===== src/rtl/quad_decoder.sv =====
// rtl/quad_decoder.sv - quadrature encoder decoder with detent accumulation and saturating/wrapping level
module quad_decoder #(
    parameter int WIDTH = 8,
    parameter int STEP  = 1,
    parameter int INIT  = 0,
    parameter int WRAP  = 0
) (
    input  logic             clk,
    input  logic             reset,
    input  logic             a,
    input  logic             b,
    output logic [WIDTH-1:0] value,
    output logic             up_pulse,
    output logic             down_pulse,
    output logic             err_pulse
);

    localparam logic [WIDTH:0]   STEP_EXT = (WIDTH+1)'(STEP);
    localparam logic [WIDTH-1:0] INIT_VAL = WIDTH'(INIT);
    localparam logic [WIDTH-1:0] MAX_VAL  = '1;

    logic [1:0]       prev;
    logic [1:0]       cur;
    logic [1:0]       delta;
    logic             primed;
    logic signed [2:0] sub;
    logic [WIDTH:0]   sum;
    logic [WIDTH:0]   dif;
    logic [WIDTH-1:0] up_val;
    logic [WIDTH-1:0] down_val;
    logic             fwd;
    logic             rev;
    logic             bad;

    // Gray phase to ring position: 00->0, 01->1, 11->2, 10->3
    function automatic logic [1:0] gray_pos(input logic [1:0] g);
        return {g[1], g[1] ^ g[0]};
    endfunction

    always_comb begin
        cur   = {a, b};
        delta = gray_pos(cur) - gray_pos(prev);
        fwd   = (delta == 2'd1);
        rev   = (delta == 2'd3);
        bad   = (delta == 2'd2);
        sum   = {1'b0, value} + STEP_EXT;
        dif   = {1'b0, value} - STEP_EXT;
        // Top bit of the extended result flags overflow (sum) or borrow (dif)
        up_val   = (WRAP != 0 || !sum[WIDTH]) ? sum[WIDTH-1:0] : MAX_VAL;
        down_val = (WRAP != 0 || !dif[WIDTH]) ? dif[WIDTH-1:0] : '0;
    end

    always_ff @(posedge clk) begin
        if (reset) begin
            value      <= INIT_VAL;
            prev       <= 2'b00;
            primed     <= 1'b0;
            sub        <= 3'sd0;
            up_pulse   <= 1'b0;
            down_pulse <= 1'b0;
            err_pulse  <= 1'b0;
        end else begin
            up_pulse   <= 1'b0;
            down_pulse <= 1'b0;
            err_pulse  <= 1'b0;
            prev       <= cur;
            if (!primed) begin
                primed <= 1'b1;
            end else if (fwd) begin
                if (sub == 3'sd3) begin
                    sub      <= 3'sd0;
                    up_pulse <= 1'b1;
                    value    <= up_val;
                end else begin
                    sub <= sub + 3'sd1;
                end
            end else if (rev) begin
                if (sub == -3'sd3) begin
                    sub        <= 3'sd0;
                    down_pulse <= 1'b1;
                    value      <= down_val;
                end else begin
                    sub <= sub - 3'sd1;
                end
            end else if (bad) begin
                sub       <= 3'sd0;
                err_pulse <= 1'b1;
            end
        end
    end

endmodule


===== config.mk =====
export PLATFORM = sky130hd
export DESIGN_NAME = quad_decoder
export DESIGN_NICKNAME = d
export VERILOG_FILES = /design/src/rtl/quad_decoder.sv
export SDC_FILE = /design/constraint.sdc
export NUM_CORES = 1
export LEC_CHECK = 0
export CORE_MARGIN = 1.5
export CORE_UTILIZATION = 55
export DETAILED_ROUTE_END_ITERATION = 8
export PLACE_DENSITY_LB_ADDON = 0.12
export SLEW_MARGIN = 0
export SYNTH_ARGS = -nofsm -noshare
export SYNTH_HDL_FRONTEND = slang
export SYNTH_SLANG_ARGS = --single-unit

===== constraint.sdc =====
create_clock -name clk -period 3.6 [get_ports clk]
set_input_delay 0.72 -clock clk [delete_from_list [all_inputs] [get_ports clk]]
set_output_delay 0.72 -clock clk [all_outputs]
set_load 0.01 [all_outputs]

# Yosys cells after proc, flatten, opt, wreduce, memory -nomap -nowiden
# Cells that the tools add are included.
# W data, S select, Z words.
[totals] output_inout_bits=11 word_cells=46 in_bits=4 register_bits=17
[classes] n_addsub=5 n_eq_ne=6 n_reduce_logical=8 muxes=15 bitwise_logic=5
[op_table] op="$mux W8" count=6
[op_table] op="$mux W3" count=5
[op_table] op="$add A8 B1 Y9 const B" count=1
[op_table] op="$sub A8 B1 Y9 const B" count=1
[op_table] op="$reduce_or A4 Y1" count=2
[op_table] op="$eq A3 B3 Y1 const B" count=2
[op_table] op="$eq A2 B2 Y1 const B" count=2
[op_table] op="$mux W1" count=4
[op_table] op="$reduce_and A4 Y1" count=1
[op_table] op="$reduce_bool A2 Y1" count=2
[op_table] op="$add A3 B2 Y3 const B" count=1
[op_table] op="$not A1 Y1" count=3
[op_table] op="$reduce_bool A3 Y1" count=1
[op_table] op="$reduce_or A3 Y1" count=1
[op_table] op="$sub A3 B2 Y3 const B" count=1
[op_table] op="$eq A2 B1 Y1 const B" count=1
[op_table] op="$ne A2 B1 Y1 const B" count=1
[op_table] op="$reduce_and A2 Y1" count=1
[op_table] op="$sub A2 B2 Y2" count=1
[op_table] op="$xor A1 B1 Y1" count=2

# Logic depth before layout (Yosys ltp)
# Gate-level depths: netlist of the first run.
[logic_depth] ltp_word=6 ltp_mapped=9 ltp_nobuf=7

# Least setup slack after synthesis of the first run
# Ideal clock, no wire load.
[synth_timing] path_kind="input to register" from="input a" to="register value[5]" setup_slack_ps=1317 cell_stages=9 arrival_time_ps=2191 setup_ps=92 path_buffers=2 path_cell_list="xnor2_1 -> ha_1 -> buf_2 -> nand2b_1 -> a21oi_2 -> o31ai_1 -> buf_2 -> or3_1 -> o32ai_1"
[synth_via] elab_chain_len=5 elab_cells_between_ends=9 classes_between="add/sub: 1; eq/ne: 3; mux: 1; bitwise: 1; reduce/logical: 3"
[synth_rtl] item="from (decl)" line="10" text="input logic a,"
[synth_rtl] item="$xor A1 B1 Y1" line="37" text="return {g[1], g[1] ^ g[0]};"
[synth_rtl] item="$sub A2 B2 Y2 *" line="42" text="delta = gray_pos(cur) - gray_pos(prev);"
[synth_rtl] item="$eq A2 B1 Y1 or $eq A2 B2 Y1 (tied branches)" line="43, 44"
[synth_rtl] item="$ne A2 B1 Y1 (no source line) or $reduce_bool A2 Y1 (tied branches)"
[synth_rtl] item="$reduce_and A4 Y1 (no source line)"
[synth_rtl] item="to (signal assigned)" line="73" text="value <= up_val;"
[synth_rtl] item="to (signal assigned)" line="81" text="value <= down_val;"
[synth_rtl] item="to (decl)" line="12" text="output logic [WIDTH-1:0] value,"
# Mark *: on every way between the ends. The rest lies on a longest branch, timed or not.
# A chain may end at the register's enable or synchronous reset.

# Final worst setup path of the first run
[layout_timing] from="input a" to="register value[2]"
# The elaborated chain is that of the path after synthesis.

==> results of run 1 <==
==> Yosys cell counts, types with 2 or more instances <==
master,count,share of area
dfxtp_1,17,0.30
nand2_1,13,0.042
a21oi_1,10,0.043
inv_1,9,0.029
nor2_1,7,0.023
ha_1,6,0.065
clkbuf_1,5,0.016
nand3_1,5,0.022
nor2b_1,5,0.027
nor3_1,5,0.022
and3_1,4,0.022
o21ai_1,4,0.017
or3_1,4,0.022
a311oi_1,3,0.023
a31oi_1,3,0.016
and4_1,3,0.023
buf_2,3,0.013
nor3b_1,3,0.020
nor4_1,3,0.016
a21boi_0,2,0.013
a31o_1,2,0.015
nand2b_1,2,0.011
xor2_1,2,0.015
==> sequential cells by signal (all words and copies together), names as in the netlist <==
name        flops
prev            2
sub             3
primed          1
err_pulse       1
down_pulse      1
value           8
up_pulse        1
==> layer usage <==
| metal | up-vias | wire [microns] |
|---|---|---|
| met2 | 46 | 1200 |
| met1 | 508 | 1220 |
| li1 | 544 | - |
| met3 | 4 | 163 |
| met4 | 0 | 30 |
| met5 | - | 0 |
==> logic make-up after synthesis <==
| kind of cell | Yosys count |
|---|---|
| buf+inv | 18 |
| simple gates | 59 |
| compound gates | 37 |
| mux | 1 |
| fa+ha+maj | 6 |
| xor+xnor | 4 |
| flops | 17 |
==> power breakdown <==
part	total, mW	internal [mW]	switching (mW)
Clock	0.106	0.0414	0.0644
Combinational	0.207	0.0891	0.118
Sequential	0.223	0.202	0.0214
Total	0.536	0.332	0.204
==> how the worst max path moves through the flow <==
stage                     cells past startpoint       end
after floorplan                               9  value[5]
after global placement                        9  value[0]
after detailed placement                      8  value[2]
after CTS                                     8  value[2]
after global routing                          8  value[2]
final                                         8  value[2]
==> cell type report <==
type                            count  area share
Inverter                            9      0.0256
Multi-Input combinational cell    107       0.559
Timing Repair Buffer               15       0.112
Sequential cell                    17       0.258
Clock inverter                      1     0.00379
Tap cell                           27      0.0256
Clock buffer                        3      0.0170
==> metrics by stage <==
stage                     std cells  utilization  setup slack [ns]
after global routing            179        0.673             0.631
final                           179        0.673             0.770
after global placement          175        0.659             0.629
after detailed placement        175        0.659             0.494
after floorplan                 142            -              1.32
after CTS                       179        0.673             0.799
==> critical path: cells and delay by family <==
kind / cells / cell delay, ns
simple gates: 1 / 0.26
compound gates: 3 / 0.80
buf+inv: 1 / 0.51
fa+ha+maj: 1 / 0.17
xor+xnor: 2 / 0.55
==> impl_metrics.toml, run 1 <==
[status]
status = "completed"

[setup_path]
critPathSlowestCell = "clkdlybuf4s50_1"
max_stage_delay_ns = 0.51
reg2reg_depth = 7
startpoint_type = "primary input"
arrival_ns = 3.02
required_ns = 3.79
cp_cell_sequence = "clkdlybuf4s50_1 > xnor2_1 > ha_1 > xor3_2 > nand2b_4 > o21ai_1 > a311oi_1 > a221oi_1"
critical_path_class = "in2reg"
endpoint_kind = "flip-flop"
critPathMaxFanout = 15
r2r_end = "value[2]"
r2r_setup_slack_ns = 1.27
regToRegStartpoint = "prev[1]"
startpoint = "a"

[synthesis]
muxShareOfSynthArea = 0.00976
synth_edf_count = 0
ys_seq_area_frac = 0.295
synth_compound_area_frac = 0.230
syn_area_per_cell_sq_um = 8.12
synth_cells = 142
syn-num-nets = 152
synthXorXnorAreaFrac = 0.0445
synthArstFlopShare = 0
ys_ff_latch = 17
yosys_warnings = 0
yosysUniqueCellTypes = 45
synthAdderAreaFrac = 0.0651
synth_top_family_by_area = "simple AND/OR/NAND/NOR gates"
synth_simple_gate_area_frac = 0.291
syn_area_sq_um = 1150
dominantRegCellSynth = "dfxtp_1"

[timing]
timing.hold.ws_ns = 0.515
fmax_ghz = 0.353
worst_pin_slew_ns = 0.729
setup_viol = 0
post-route-period-util = 0.786
period_needed_ns = 2.83
slew_viol_final = 0
slew_headroom = 0.509
finalHoldViolCount = 0
fin_skew_ns = 0.00160
rsz0062_at_grt = "no"
fin_tns_setup_ns = 0

[floorplanning]
die_h_microns = 48.8
io_pins = 15
start_util = 0.588
dieArea_sq_um = 2380
num_rows = 16
core_sq_um = 1960
die_w_microns = 48.8

[clocking]
ctsHoldBuffers = 0
htree_num_levels = 1
tritoncts = "done"
cts_sinks = 17
clk_pin_slew_worst_paths_ns = 0.10
cts-root-buf = "clkbuf_4"
clk_path_buf_depth = 2
cts_buffers = 3
post_cts_buffers = 0
clkLatencyLatePin_ns = 0.29
cts.repair.resized = 0

[power]
peakVddDrop_v = 0.000296
power.total_mw = 0.536
p_per_area_nw_per_um2 = 406
p_leak_nw = 0.491

[placement]
dpl.hpwl_microns = 1830
dpl_cell_area_sq_um = 1290
routabilityCongestion = 0.882
port_buffers = 14

[drt]
wire_per_inst_microns = 14.6
via_per_inst = 6.16
dr.pass1.iters = 4
drtIter0Drc = 50
drc = 0
drt-total-wl_microns = 2620
drtAntennaViolNets = 0
via_count = 1102

[layout]
mostFrequentLayoutCells = "17 x dfxtp_1, 14 x clkdlybuf4s50_1, 13 x nand2_1"
multi_input_area_sq_um = 738
area_growth_pct = 14.5
drive_gt1_frac = 0.0724
fin_area_sq_um = 1320
layout_commonest_cell = "dfxtp_1"
finish.net_count = 163
final.fill_count = 179
antenna_cells = 0
ff_latch_area_sq_um = 340

[global_route]
grt_pass1_wl_microns = 4530
top_usage_layer = "met2"
use_met2 = 0.409
grt_util_all_layers = 0.237
use_met1 = 0.306
grt_pass1_vias = 1042
antenna_found_initial = 0
grt-ovfl-total = 0
grt_max_degree = 17
use_met3 = 0.0368

[hold_path]
hp-class = "reg2reg"
hold_end = "sub[0]"
hold_start = "sub[0]"
worst_hold_path.num_cells = 2

[run]
maxCapViolCount = 0
Note: power is estimated with default switching activity, not from simulation.
==> inputs of run 2 (changes only) <==
Settings changed: CORE_UTILIZATION 55 to 49.
Clock period 3.6 ns to 2.39 ns, I/O delays scaled along.
==> run 2 against run 1 <==
Against the previous run:
- largest power group is now combinational logic
- sequential cell count is the same
- largest cell class unchanged
- core utilization is 2.8 points lower
- count of clock-buffer cells in the layout did not move
==> impl_metrics.toml, run 2 (synthesis results as in run 1) <==
[placement]
dpl.hpwl_microns = 2080
pre_cts_ws_ns = -0.261
routabilityCongestion = 0.847
port_buffers = 14

[timing]
worst_slack_ns = 0.252
period_needed_ns = 2.14
setup_viol = 0
fin_skew_ns = 0.00570
slew_viol_final = 0
rsz0062_at_grt = "no"
fmax_ghz = 0.468
worst_pin_slew_ns = 0.599
finalHoldViolCount = 0
post-route-period-util = 0.895
slew_headroom = 0.597

[power]
p_leak_nw = 0.571
peakVddDrop_v = 0.000401
p_per_area_nw_per_um2 = 611

[layout]
layout_commonest_cell = "dfxtp_1"
mostFrequentLayoutCells = "17 x dfxtp_1, 13 x nand2_1, 13 x buf_4"
antenna_cells = 0
utilization = 0.646
finish.net_count = 176
top_register = "value"
area_growth_pct = 23.9
drive_gt1_frac = 0.145
largest_reg_flops = 8
top_regs = "value: 8 flops, sub: 3 flops, prev: 2 flops"

[floorplanning]
die_w_microns = 51.5
start_util = 0.521
die_h_microns = 51.5
num_rows = 17
dieArea_sq_um = 2650
io_pins = 15
core_sq_um = 2210

[drt]
drt-total-wl_microns = 2780
drtAntennaViolNets = 0
dr.pass1.iters = 5
drtIter0Drc = 57
via_per_inst = 5.84
drc = 0
wire_per_inst_microns = 14.4
via_count = 1128

[setup_path]
endpoint_kind = "flip-flop"
required_ns = 2.60
arrival_ns = 2.35
r2r_setup_slack_ns = 0.26
regToRegStartpoint = "prev[1]"
startpoint_type = "primary input"
critical_path_class = "in2reg"
critPathMaxFanout = 6
reg2reg_depth = 8
r2r_end = "value[3]"

[clocking]
post_cts_buffers = 0
htree_num_levels = 1
cts-root-buf = "clkbuf_4"
clk_pin_slew_worst_paths_ns = 0.11
cts_buffers = 3
cts.repair.resized = 0
ctsHoldBuffers = 0
clk_path_buf_depth = 2
tritoncts = "done"
cts_sinks = 17
clkLatencyLatePin_ns = 0.29

[global_route]
grt_util_all_layers = 0.239
antenna_found_initial = 0
grt_pass1_wl_microns = 4860
grt_max_degree = 13
grt-ovfl-total = 0
grt_pass1_vias = 1074

[hold_path]
hold_end = "prev[0]"
worst_hold_path.num_cells = 2
hp-class = "in2reg"
hold_start = "b"

[run]
maxCapViolCount = 0

[status]
status = "completed"
run 2: cell count changes in the layout (fill, tap and decap cells not counted), sizes merged:
cell           delta
buf              +13
clkdlybuf4s50     -2
dlymetal6s2s      +2
run 2: worst max-delay path by stage:
stage / startpoint / to / slack, ns / cells past startpoint
floorplan: a / value[5] / 0.35 / 9
CTS: a / value[3] / 0.04 / 9
global placement: a / value[3] / -0.19 / 9
detailed placement: a / value[3] / -0.26 / 9
global route: a / value[3] / 0.12 / 9
finish: a / value[3] / 0.25 / 9
run 2: report_power, final:
group / internal, mW / switching [mW]
Sequential: 0.304 / 0.0318
Combinational: 0.183 / 0.193
Clock: 0.0621 / 0.0989
Total: 0.549 / 0.324
run 2: layout make-up:
class | instances | area, sq um
fillers | 205 | 783
multi-input cells | 107 | 738
flip-flops and latches | 17 | 340
repair buffers | 28 | 254
well taps | 28 | 35.0
inverters | 9 | 33.8
clock buffers | 3 | 22.5
clock inverters | 1 | 5.00
run 2: critical path, cell delays in order:
cell and delay, ns:
dlymetal6s2s_1 0.16, xnor2_1 0.14, ha_1 0.21, xor3_2 0.43
buf_6 0.16, nor2_4 0.15, a21oi_1 0.05, or3_1 0.36
a221oi_2 0.21
run 2: layer usage:
layer	share of wire	global-route usage	up-vias
met5	0	0	-
met4	0.010	0.0702	0
met3	0.054	0.0374	6
met2	0.47	0.378	40
met1	0.47	0.335	517
li1	-	-	565
run 2: stage by stage:
stage	power [mW]	cells	setup TNS [ns]	hold slack (ns)	instance area (sq um)
detailed placement	0.710	189	-1.77	0.499	1390
global route	0.936	193	0	0.490	1430
global placement	0.700	189	-1.17	0.495	1390
CTS	0.870	193	0	0.515	1420
finish	0.873	193	0	0.462	1430
floorplan	0.577	142	0	0.472	1150
==> inputs of run 3 (changes only) <==
Settings changed: ABC_AREA set to 1, CORE_UTILIZATION 49 to 50.
==> run 3 against run 2 <==
Against the previous run:
- sequential cell count unchanged
- worst hold slack improved by 0.037 ns
- first-iteration DRC count down 56%
- total power rose by 3.5%
- register-to-register slack better by 0.35 ns
- maximum frequency rose by 1.9%
- synthesized cell count rose by 43%
- die area increased by 9.7%
- critical path type unchanged
- critical endpoint is now value[0]
- largest power group unchanged
==> impl_metrics.toml, run 3 <==
[layout]
finish.net_count = 227
mostFrequentLayoutCells = "59 x nand2_1, 31 x nor2_1, 20 x inv_1, 20 x nand3_1, 17 x dfxtp_1"
antenna_cells = 0
fin_cells = 246
top_register = "value"
layout_commonest_cell = "nand2_1"
drive_gt1_frac = 0.102
largest_reg_flops = 8
area_growth_pct = 12.7
fin_area_sq_um = 1460
utilization = 0.591
top_regs = "value: 8 flops, sub: 3 flops, prev: 2 flops"

[power]
p_per_area_nw_per_um2 = 618
peakVddDrop_v = 0.000506
p_leak_nw = 0.717
power.total_mw = 0.904

[clocking]
clk_pin_slew_worst_paths_ns = 0.10
htree_num_levels = 1
cts-root-buf = "clkbuf_4"
ctsHoldBuffers = 0
clkLatencyLatePin_ns = 0.30
cts.repair.resized = 0
cts_buffers = 3
clk_path_buf_depth = 2
post_cts_buffers = 0
cts_sinks = 17
tritoncts = "done"

[synthesis]
synthXorXnorAreaFrac = 0.0405
dominantRegCellSynth = "dfxtp_1"
syn_area_sq_um = 1300
synth_edf_count = 0
synthTopCellsByArea = "dfxtp_1 26%, nand2_1 17%, nor2_1 9.0%"
syn_area_per_cell_sq_um = 6.40
syn-num-nets = 213
synthAdderAreaFrac = 0.0578
yosys_warnings = 0
ys_ff_latch = 17
ys_seq_area_frac = 0.262
synthArstFlopShare = 0
yosysMostFrequentCell = "nand2_1"
synth.top_cell.area_share = 0.262
synth_cells = 203
yosys.area.top_type = "dfxtp_1"
yosysUniqueCellTypes = 26
synth_top_family_by_area = "simple AND/OR/NAND/NOR gates"
synth_commonest_cells = "59 x nand2_1, 31 x nor2_1, 20 x inv_1, 20 x nand3_1, 17 x dfxtp_1"
muxShareOfSynthArea = 0
synth_compound_area_frac = 0.0530
synth_simple_gate_area_frac = 0.487

[global_route]
grt_max_degree = 17
grt_pass1_vias = 1133
antenna_found_initial = 0
grt-ovfl-total = 0
grt_pass1_wl_microns = 4910
grt_util_all_layers = 0.231

[floorplanning]
num_rows = 18
die_h_microns = 54.0
core_sq_um = 2480
start_util = 0.524
die_w_microns = 54.0
io_pins = 15
dieArea_sq_um = 2910

[setup_path]
arrival_ns = 2.30
critPathMaxFanout = 16
cp_cell_sequence = "clkdlybuf4s50_1 > xnor2_1 > ha_1 > inv_1 > nand3_4 > nand3_4 > nor2_1 > nor2_1"
endpoint_kind = "flip-flop"
startpoint_type = "primary input"
required_ns = 2.60
max_stage_delay_ns = 0.48
critPathSlowestCell = "clkdlybuf4s50_1"
critical_path_class = "in2reg"

[placement]
dpl_cell_area_sq_um = 1440
dp.cells = 242
port_buffers = 14
routabilityCongestion = 0.877
pre_cts_ws_ns = -0.0205
dpl.hpwl_microns = 2190

[timing]
post-route-period-util = 0.878
slew_viol_final = 0
fin_skew_ns = 0.00990
fmax_ghz = 0.477
worst_slack_ns = 0.292
slew_headroom = 0.747
worst_pin_slew_ns = 0.379
timing.hold.ws_ns = 0.499
setup_viol = 0
rsz0062_at_grt = "no"
fin_tns_setup_ns = 0
finalHoldViolCount = 0
period_needed_ns = 2.10

[drt]
drtAntennaViolNets = 0
via_per_inst = 5.25
drt-total-wl_microns = 2880
drc = 0
drtIter0Drc = 25
dr.pass1.iters = 4
wire_per_inst_microns = 11.7
via_count = 1291

[hold_path]
hp-class = "reg2reg"

[run]
maxCapViolCount = 0

[status]
status = "completed"
[run 3: changes by cell type after synthesis, sizes merged, moves of 4 or more]
cell | before | now
a21oi | 11 | 4
and3 | 4 | 0
inv | 9 | 23
nand2 | 13 | 67
nand3 | 5 | 24
nor2 | 8 | 34
nor2b | 5 | 0
or3 | 4 | 0
[run 3: routing by layer]
metal  wire length [microns]  global-route usage
met1                    1380               0.316
met2                    1290               0.354
met3                     190              0.0611
met4                      13              0.0684
met5                       0                   0
[run 3: area by class of cell]
type	instances	area (sq um)
repair buffers	14	140
clock buffers	3	22.5
well taps	30	37.5
inverters	24	90.1
fillers	241	1010
multi-input cells	157	828
clock inverters	1	5.00
flip-flops and latches	17	340
[run 3: final timing paths]
check        slack, ns        to  depth (start not counted)    start
max               0.29  value[0]                          8        a
max reg2reg       0.61  value[0]                          7  prev[1]
min reg2reg       0.50    sub[1]                          2   sub[1]
min               0.50    sub[1]                          2   sub[1]
[run 3: worst max-delay path: cells and delay by family]
family                     cells  cell delay (ns)
and+or+nand+nor                4             0.57
xor gates and xnor gates       1             0.17
adders and majority gates      1             0.43
buffers and inverters          2             0.66
[run 3: cells by family (layout without fill, tap and decap cells)]
logic type | Yosys count | count (layout)
flip-flops | 17 | 17
AO/OA/AOI/OAI | 13 | 13
XOR/XNOR | 6 | 6
buffers and inverters | 29 | 42
AND/OR/NAND/NOR | 132 | 132
adder cells (fa/ha/maj) | 6 | 6
[run 3: power breakdown]
group / switching (mW) / internal [mW]
logic: 0.244 / 0.157
registers: 0.0379 / 0.308
clock network: 0.0949 / 0.0625
total: 0.376 / 0.528
